==> config.mk <==
export PLATFORM = sky130hd
export DESIGN_NAME = pc_gen
export DESIGN_NICKNAME = d
export VERILOG_FILES = /design/src/rtl/pc_gen.sv
export SDC_FILE = /design/constraint.sdc
export NUM_CORES = 1
export LEC_CHECK = 0
export BUFFER_PORTS_ARGS = -buffer_cell sky130_fd_sc_hd__buf_2
export CORE_MARGIN = 3
export CORE_UTILIZATION = 50
export CTS_CLUSTER_DIAMETER = 80
export DETAILED_ROUTE_END_ITERATION = 8
export GPL_ROUTABILITY_DRIVEN = 0
export PLACE_DENSITY = 0.79
export SLEW_MARGIN = 30
export SYNTH_ARGS = -nofsm -noshare
export SYNTH_HDL_FRONTEND = slang
export SYNTH_SLANG_ARGS = --single-unit
export TNS_END_PERCENT = 1
==> constraint.sdc <==
create_clock -name clk -period 3.3 [get_ports clk]
set_input_delay 0.33 -clock clk [delete_from_list [all_inputs] [get_ports clk]]
set_output_delay 0.33 -clock clk [all_outputs]
set_load 0.005 [all_outputs]
==> src/rtl/pc_gen.sv <==
// Program-counter generator: sequential / PC-relative / register-absolute next PC with a
// one-cycle boot gap and valid/ready fetch handshake. Define PC_TRAP_EN to redirect misaligned targets to TRAP_VEC.
module pc_gen #(
  parameter int              XLEN       = 32,
  parameter logic [XLEN-1:0] RESET_VEC  = XLEN'(32'h0000_0000),
  parameter int              INC        = 4,
  parameter int              ALIGN_BITS = 2
`ifdef PC_TRAP_EN
  ,
  parameter logic [XLEN-1:0] TRAP_VEC   = XLEN'(32'h0000_0100)
`endif
) (
  input  logic            clk,
  input  logic            clr,
  input  logic            halt,
  input  logic            branch_valid,
  input  logic            branch_taken,
  input  logic            jump_valid,
  input  logic            jump_abs,
  input  logic [XLEN-1:0] rs1_val,
  input  logic [XLEN-1:0] imm_val,
  input  logic            fetch_ready,
  output logic [XLEN-1:0] pc_val,
  output logic [XLEN-1:0] pc_plus,
  output logic            fetch_valid,
  output logic            misalign_err
`ifdef PC_TRAP_EN
  ,
  output logic [XLEN-1:0] epc
`endif
);

  typedef enum logic [1:0] {
    BOOT = 2'd0,
    RUN  = 2'd1,
    HALT = 2'd2
  } state_t;

  localparam logic [XLEN-1:0] ALIGN_MASK = (XLEN'(1) << ALIGN_BITS) - XLEN'(1);

  state_t          state, state_nxt;
  logic [XLEN-1:0] pc_nxt;
  logic [XLEN-1:0] target;
  logic [XLEN-1:0] rel_sum;
  logic [XLEN-1:0] abs_sum;
  logic            redirect;
  logic            misalign;

  assign pc_plus     = pc_val + XLEN'(INC);
  assign rel_sum     = pc_val + imm_val;
  assign abs_sum     = rs1_val + imm_val;
  assign fetch_valid = (state == RUN);

  // NOTE: every signal written here gets a default first, so no path leaves one
  // unassigned and no latch is inferred.
  always_comb begin
    state_nxt = state;
    pc_nxt    = pc_val;
    redirect  = 1'b0;
    target    = rel_sum;
    case (state)
      BOOT: state_nxt = halt ? HALT : RUN;
      RUN: begin
        if (halt) begin
          state_nxt = HALT;
        end else if (jump_valid) begin
          redirect = 1'b1;
          target   = jump_abs ? {abs_sum[XLEN-1:1], 1'b0} : rel_sum;
        end else if (branch_valid && branch_taken) begin
          redirect = 1'b1;
        end else if (fetch_ready) begin
          pc_nxt = pc_plus;
        end
      end
      HALT: if (!halt) state_nxt = RUN;
      default: state_nxt = BOOT;
    endcase

    misalign = redirect && ((target & ALIGN_MASK) != '0);
    if (redirect) begin
`ifdef PC_TRAP_EN
      pc_nxt = misalign ? TRAP_VEC : target;
`else
      pc_nxt = target;
`endif
    end
  end

  // NOTE: state registers use non-blocking assignments so every flop samples
  // the values from before this edge, independent of statement order.
  always_ff @(posedge clk or negedge clr) begin
    if (!clr) begin
      state        <= BOOT;
      pc_val       <= RESET_VEC;
      misalign_err <= 1'b0;
    end else begin
      state        <= state_nxt;
      pc_val       <= pc_nxt;
      misalign_err <= misalign;
    end
  end

`ifdef PC_TRAP_EN
  // The offending target is kept until the next misaligned redirect.
  always_ff @(posedge clk or negedge clr) begin
    if (!clr) begin
      epc <= '0;
    end else if (misalign) begin
      epc <= target;
    end
  end
`endif

endmodule
Word level (Yosys, flattened, before mapping)
Index checks and enable logic that the tools add are counted.
{"block": "word_totals", "regBits": 35, "out_inout_bits": 66, "in_bits": 72}
{"block": "classes", "n_mux": 18, "n_eq_ne": 7, "add_sub_neg": 3, "n_reduce_logical": 8}
{"cell": "32-bit two-way mux", "n": 10}
{"cell": "32-bit adder", "n": 2}
{"cell": "32-bit by 3-bit adder with 32-bit output, second input constant", "n": 1}
{"cell": "32-bit nonzero test", "n": 1}
{"cell": "2-bit two-way mux", "n": 3}
{"cell": "2-bit != test, second input constant", "n": 3}
{"cell": "2-bit case mux with 3 select lines", "n": 1}
{"cell": "5-bit AND reduction", "n": 1}
{"cell": "1-bit two-way mux", "n": 4}
{"cell": "2-bit by 1-bit != test with 1-bit output, second input constant", "n": 2}
{"cell": "2-bit nonzero test", "n": 2}
{"cell": "2-bit by 1-bit equality test with 1-bit output, second input constant", "n": 1}
{"cell": "2-bit equality test, second input constant", "n": 1}
{"cell": "1-bit logical AND", "n": 2}
{"cell": "2-bit zero test", "n": 1}
{"cell": "2-bit AND reduction", "n": 1}

Logic depth before layout (Yosys ltp)
Gate-level depths: netlist of the first run.
{"block": "logic_depth", "word_depth": 7, "mapped_depth": 12, "depth_no_buf": 12}

Worst setup path before layout of the first run
OpenSTA, ideal clock, no wires.
{"block": "synth_path", "path_type": "reg2reg", "from": "reg pc_val[0]", "to": "reg pc_val[26]", "path_slack_ns": 0.637, "arrival_time_ns": 2.537, "stages_incl_launch_ff": 13, "t_required_ns": 3.174, "n_path_buf": 0, "path_cell_list": "dfrtp_1 -> ha_1 -> inv_1 -> fa_1 -> nand2b_1 -> a21oi_1 -> o2111ai_1 -> a31oi_1 -> a311oi_2 -> o21bai_1 -> a21o_1 -> xor2_1 -> a221o_1"}
{"block": "synth_via", "elab_chain_len": 7, "elab_cells_between_ends": 12}
{"element": "start, declared", "line": "23", "rtl": "output logic [XLEN-1:0] pc_val,"}
{"element": "start signal, assigned", "line": "98", "rtl": "pc_val <= pc_nxt;"}
{"element": "32-bit by 3-bit adder with 32-bit output", "line": "49", "rtl": "assign pc_plus = pc_val + XLEN'(INC);"}
{"element": "32-bit two-way mux", "line": "71", "rtl": "end else if (fetch_ready) begin"}
{"element": "32-bit two-way mux", "line": "69", "rtl": "end else if (branch_valid && branch_taken) begin"}
{"element": "32-bit two-way mux", "line": "66", "rtl": "end else if (jump_valid) begin"}
{"element": "32-bit two-way mux", "line": "64", "rtl": "if (halt) begin"}
{"element": "32-bit two-way mux", "line": "61", "rtl": "case (state)"}
{"element": "32-bit two-way mux *", "line": "80", "rtl": "if (redirect) begin"}
Every way passes the cells marked *; elsewhere a longest branch is shown, timed or not. The select of a mux whose other input is x is not followed.
A chain may end at the register's enable or synchronous reset.

Final worst setup path of the first run
{"block": "layout_path", "from": "reg pc_val[2]", "to": "out pc_plus[30]"}
{"block": "layout_via", "elab_chain_len": 1}
{"element": "32-bit by 3-bit adder with 32-bit output", "line": "49"}
{"element": "end, declared", "line": "24", "rtl": "output logic [XLEN-1:0] pc_plus,"}
Every way passes these cells.

==> results of run 1 <==
## metrics by stage
| stage | util | instances | hold slack (ns) | total power [uW] | area, um^2 |
|---|---|---|---|---|---|
| after floorplan | - | 745 | 0.0344 | 3280 | 5670 |
| after global placement | 0.597 | 1010 | 0.448 | 4250 | 6530 |
| after detailed placement | 0.597 | 1010 | 0.466 | 4270 | 6530 |
| after CTS | 0.613 | 1018 | 0.198 | 4900 | 6700 |
| after global routing | 0.618 | 1021 | 0.0436 | 5380 | 6760 |
| final | 0.618 | 1021 | 0.00814 | 4960 | 6760 |
## timing repair
item,in CTS,in global routing
buffers inserted,0,2
resized for setup,0,3
setup endpoints to repair,0,2
## routing by layer
layer	up-vias	wire length, um	GRT usage
met5	-	0	0
met4	0	441	0.0954
met3	31	1400	0.0334
met2	275	8340	0.453
met1	2809	7640	0.371
li1	2988	-	-
## registers in the layout, indices dropped and copies added, names as in the netlist
name,cells
state,2
misalign_err,1
pc_val,32
## how the worst min path moves through the flow
stage,slack [ns],start,endpoint,cells after the start
6_report,0.008,clr,pc_val[6],1
5_1_grt,0.04,clr,pc_val[6],1
4_1_cts,0.20,clr,pc_val[4],1
3_5_place_dp,0.47,state[1],state[0],1
3_3_place_gp,0.45,state[1],state[0],1
2_1_floorplan,0.03,clr,misalign_err,0
## logic make-up (layout without fill, tap and decap cells)
family	count (synthesis)	in the layout	share of synthesized area
simple gates	250	250	0.216
compound gates	240	240	0.279
xor+xnor	112	112	0.173
fa+ha+maj	64	64	0.144
buf+inv	42	178	0.0298
flops	35	35	0.155
mux	2	2	0.00353
## critical path: stages (launching register included)
cell     delay [ns]
dfrtp_2        0.44
ha_1           0.28
and3_1         0.23
and4_1         0.30
and4_1         0.28
nand2_1        0.23
nor3_4         0.35
nand3_1        0.14
xnor2_1        0.15
buf_2          0.13
## cell type report
cell class	instances	area, um^2
fill	1016	4180
clock buffer	6	139
tap	140	175
inverter	17	63.8
clock inverter	2	35.0
multi-input combinational	668	4640
sequential	35	877
timing repair buffer	153	826
## cell usage in the layout (no fill, tap or decap), drive strengths merged, types with 9 or more instances in the layout
master / instances
o211ai: 14
nand3: 26
nand4: 12
xnor2: 59
a31oi: 9
o21ai: 52
ha: 62
nand2: 87
a211oi: 13
nand2b: 11
nor2: 57
buf: 153
a21o: 24
inv: 17
xor2: 53
a21oi: 75
dfrtp: 35
and3: 15
nor3: 16
## power breakdown
part	switching, uW	leakage [uW]	internal (uW)
registers	418	0.000409	620
clock network	203	0.0000868	376
logic	1810	0.00259	1530
==> impl_metrics.json, run 1 <==
{
  "setup_viol": 0,
  "power_density_mw_per_mm2": 733,
  "grt_pass1_wl_mm": 28.6,
  "syn_area_mm2": 0.00567,
  "grt.total_usage": 0.274,
  "vias_per_cell": 5.98,
  "cts_tree": "built",
  "critPathCapture": "pc_plus[30]",
  "cts_buffers": 5,
  "synth-edff-count": 0,
  "synthTopCellsByCount": "nand2_1, a21oi_1, ha_1",
  "fp.dieH_um": 112,
  "endpoint_kind": "output port",
  "skew_ns": 0.00405,
  "core_area_mm2": 0.0109,
  "start_util": 0.518,
  "ys_types": 71,
  "layout.nets": 1016,
  "relSlewSlack": 0.539,
  "startpoint_type": "register",
  "leakage_uw": 0.00309,
  "synth.area.top_cells": "dfrtp_1, ha_1, xnor2_1",
  "n_antenna_cell": 0,
  "synth_top_cell_by_area": "dfrtp_1",
  "drt_first_pass_iters": 5,
  "dpl.hpwl_mm": 14.1,
  "num_rows": 38,
  "grt_pass1_vias": 5754,
  "cp.required_ns": 2.97,
  "fin_crit_sh": 0.957,
  "critPathArrivalTime_ns": 2.83,
  "portBuffers": 137,
  "grt_max_degree": 36,
  "syn-num-nets": 881,
  "tns_ns": 0,
  "r2r_cells": 12,
  "avgRoutedWirePerCell_um": 17.5,
  "yosysWarnings": 0,
  "totalWireLength_mm": 17.8,
  "num_vias": 6103,
  "yosysSeqAreaShare": 0.155,
  "synth-seq-cells": 35,
  "drt_iter0_markers": 643,
  "drc": 0,
  "layout-drive-gt1-share": 0.216,
  "cts.path.max_buffers": 2,
  "antenna_found_initial": 0,
  "r2r-start": "pc_val[0]",
  "maxCapViolCount": 0,
  "rr_endpoint": "pc_val[26]",
  "crit_start": "pc_val[2]",
  "r2r_slack_ns": 0.34,
  "synth.most_common_cell": "nand2_1",
  "grt-ovfl-total": 0,
  "status": "completed",
  "clockRootBuffer": "clkbuf_16",
  "drtAntennaViolNets": 0,
  "fp.dieArea_mm2": 0.0126,
  "synthToLayoutAreaGrowth_pct": 19.2,
  "netlist_instances": 745,
  "hold_buffers": 0,
  "htreeDepth": 2,
  "min_path_type": "primary input to asynchronous set/reset pin",
  "synthFlopType": "dfrtp_1",
  "yosys.area.top_type_share": 0.155,
  "async_flop_share": 1.00,
  "vdd_drop_max_mv": 0.283,
  "cts_sinks": 35,
  "clk-insertion-delay-late_ns": 0.29,
  "pre_cts_slack_ns": 0.239,
  "period_minus_slack_ns": 3.16,
  "num_io_pins": 138,
  "worst_slew_pin_slew_ns": 0.691,
  "slew_viol_final": 0,
  "clk_pin_slew_ns": 0.06,
  "crit_type": "register to output port",
  "critPathMaxFanout": 7,
  "hold_viol_final": 0,
  "fmax_ghz": 0.317,
  "rsz0062_at_grt": "no",
  "worst_slack_ns": 0.143,
  "die_w_um": 112,
  "synth.avg_cell_area_um2": 7.61
}
Note: power is estimated with default switching activity, not from simulation.
==> run 2: changes to the inputs <==
- CTS_CLUSTER_SIZE: default -> 25
- RECOVER_POWER: default -> 50
==> impl_metrics.json, run 2 (same netlist as run 1, synthesis figures left out) <==
{
  "layout-drive-gt1-share": 0.204,
  "drt_iter0_markers": 702,
  "drc": 0,
  "num_vias": 6119,
  "hold_ws_ns": 0.216,
  "setup_viol": 0,
  "layout.nets": 1016,
  "clockRootBuffer": "clkbuf_16",
  "busiest_layer": "met2",
  "avgRoutedWirePerCell_um": 17.5,
  "power_density_mw_per_mm2": 735,
  "core_area_mm2": 0.0109,
  "pre_cts_slack_ns": 0.239,
  "num_io_pins": 138,
  "cp.buffers_inverters": 1,
  "met2_usage": 0.453,
  "skew_ns": 0.00461,
  "grt-ovfl-total": 0,
  "endpoint_kind": "output port",
  "critPathMaxFanout": 7,
  "hold_viol_final": 0,
  "cp.required_ns": 2.97,
  "critPathArrivalTime_ns": 2.82,
  "critical-path-top-delay-family": "simple AND/OR/NAND/NOR gates",
  "fmax_ghz": 0.318,
  "critPathMostFrequentCell": "and4_1",
  "fill_cells": 1028,
  "cts_buffers": 5,
  "startpoint_type": "register",
  "grt.total_usage": 0.274,
  "grt_pass1_wl_mm": 28.6,
  "grt_use_met3": 0.0334,
  "largest_reg_flops": 32,
  "drtAntennaViolNets": 0,
  "slew_viol_final": 0,
  "min_path_type": "primary input to asynchronous set/reset pin",
  "clk-insertion-delay-late_ns": 0.29,
  "synthToLayoutAreaGrowth_pct": 18.6,
  "totalWireLength_mm": 17.9,
  "layout_common_cells": "buf_2, nand2_1, a21oi_1, ha_1, xnor2_1",
  "power_uw": 4940,
  "worst_slack_ns": 0.151,
  "fp.dieArea_mm2": 0.0126,
  "maxCapViolCount": 0,
  "worstPathCellList": "ha_1 -> and3_1 -> and4_1 -> and4_1 -> nand2_1 -> nor3_4 -> nand3_1 -> xnor2_1 -> buf_2",
  "grt_max_degree": 36,
  "leakage_uw": 0.00305,
  "drt_first_pass_iters": 5,
  "reg_top3": "pc_val x32, state x2, misalign_err x1",
  "met1_usage": 0.371,
  "start_util": 0.518,
  "n_antenna_cell": 0,
  "vias_per_cell": 5.99,
  "fin_crit_sh": 0.954,
  "status": "completed",
  "cpMaxStageDelayCell": "dfrtp_2",
  "rsz0062_at_grt": "no",
  "dpl.hpwl_mm": 14.1,
  "grt_pass1_vias": 5754,
  "cts_tree": "built",
  "num_rows": 38,
  "hold_buffers": 0,
  "period_minus_slack_ns": 3.15,
  "largest-register": "pc_val",
  "multi_input_area_mm2": 0.00464,
  "worst_slew_pin_slew_ns": 1.12,
  "vdd_drop_max_mv": 0.283,
  "antenna_found_initial": 0,
  "crit_type": "register to output port",
  "seq_area_um2": 877,
  "cts.path.max_buffers": 2,
  "die_w_um": 112,
  "fp.dieH_um": 112,
  "tns_ns": 0,
  "relSlewSlack": 0.256,
  "final_common_cell": "buf_2",
  "cts_sinks": 35,
  "htreeDepth": 2,
  "max_stage_delay_ns": 0.44,
  "portBuffers": 137,
  "utilization": 0.614,
  "clk_pin_slew_ns": 0.06
}
-- run 2: cell types whose count changed in the layout (fill, tap and decap cells not counted) --
cell      change
buf_16        -1
buf_2         -8
buf_4         -1
clkbuf_1     +10
-- run 2: worst register-to-register path: stages, from the launching register on --
cell       delay (ns)
dfrtp_1          0.43
ha_1             0.32
a211oi_1         0.32
o21ai_2          0.14
o2111ai_1        0.37
a41o_1           0.26
a21oi_2          0.09
a211oi_2         0.32
o21ai_0          0.16
xnor2_1          0.15
a211o_1          0.28
-- run 2: path summary, 6_finish.rpt --
path / startpoint / to / slack [ns] / cells past startpoint
worst max-delay path: pc_val[2] / pc_plus[30] / 0.15 / 9
worst min-delay path: clr / pc_val[6] / 0.22 / 1
worst max register to register: pc_val[1] / pc_val[31] / 0.35 / 10
worst min register to register: state[1] / state[0] / 0.47 / 1
max in group asynchronous: clr / pc_val[2] / 1.45 / 2
min in group clk: halt / state[0] / 0.30 / 2
-- run 2: where the power goes --
part | internal (uW) | switching [uW] | total, uW
Clock | 376 | 202 | 578
Sequential | 620 | 416 | 1040
Combinational | 1510 | 1810 | 3320
-- run 2: timing repair --
action	in CTS	in global routing
resized for setup	0	3
buffers inserted	0	2
endpoints found under the setup margin	0	2
endpoints found under the hold margin	0	0
-- run 2: layer usage --
metal / part of all wire / wire length [um] / up-vias
met4: 0.026 / 462 / 0
met1: 0.43 / 7710 / 2819
li1: - / - / 2991
met5: 0 / 0 / -
met3: 0.074 / 1310 / 34
met2: 0.47 / 8360 / 275
-- run 2: through the flow --
stage	instances	cell area (um^2)
floorplan	745	5670
global placement	1010	6530
detailed placement	1010	6530
CTS	1018	6700
global route	1021	6720
finish	1021	6720
-- run 2: final cells by class --
type | instances | area share
inverters | 17 | 0.00950
well taps | 140 | 0.0261
clock inverters | 2 | 0.00521
repair buffers | 153 | 0.117
clock buffers | 6 | 0.0207
flip-flops and latches | 35 | 0.131
multi-input cells | 668 | 0.691
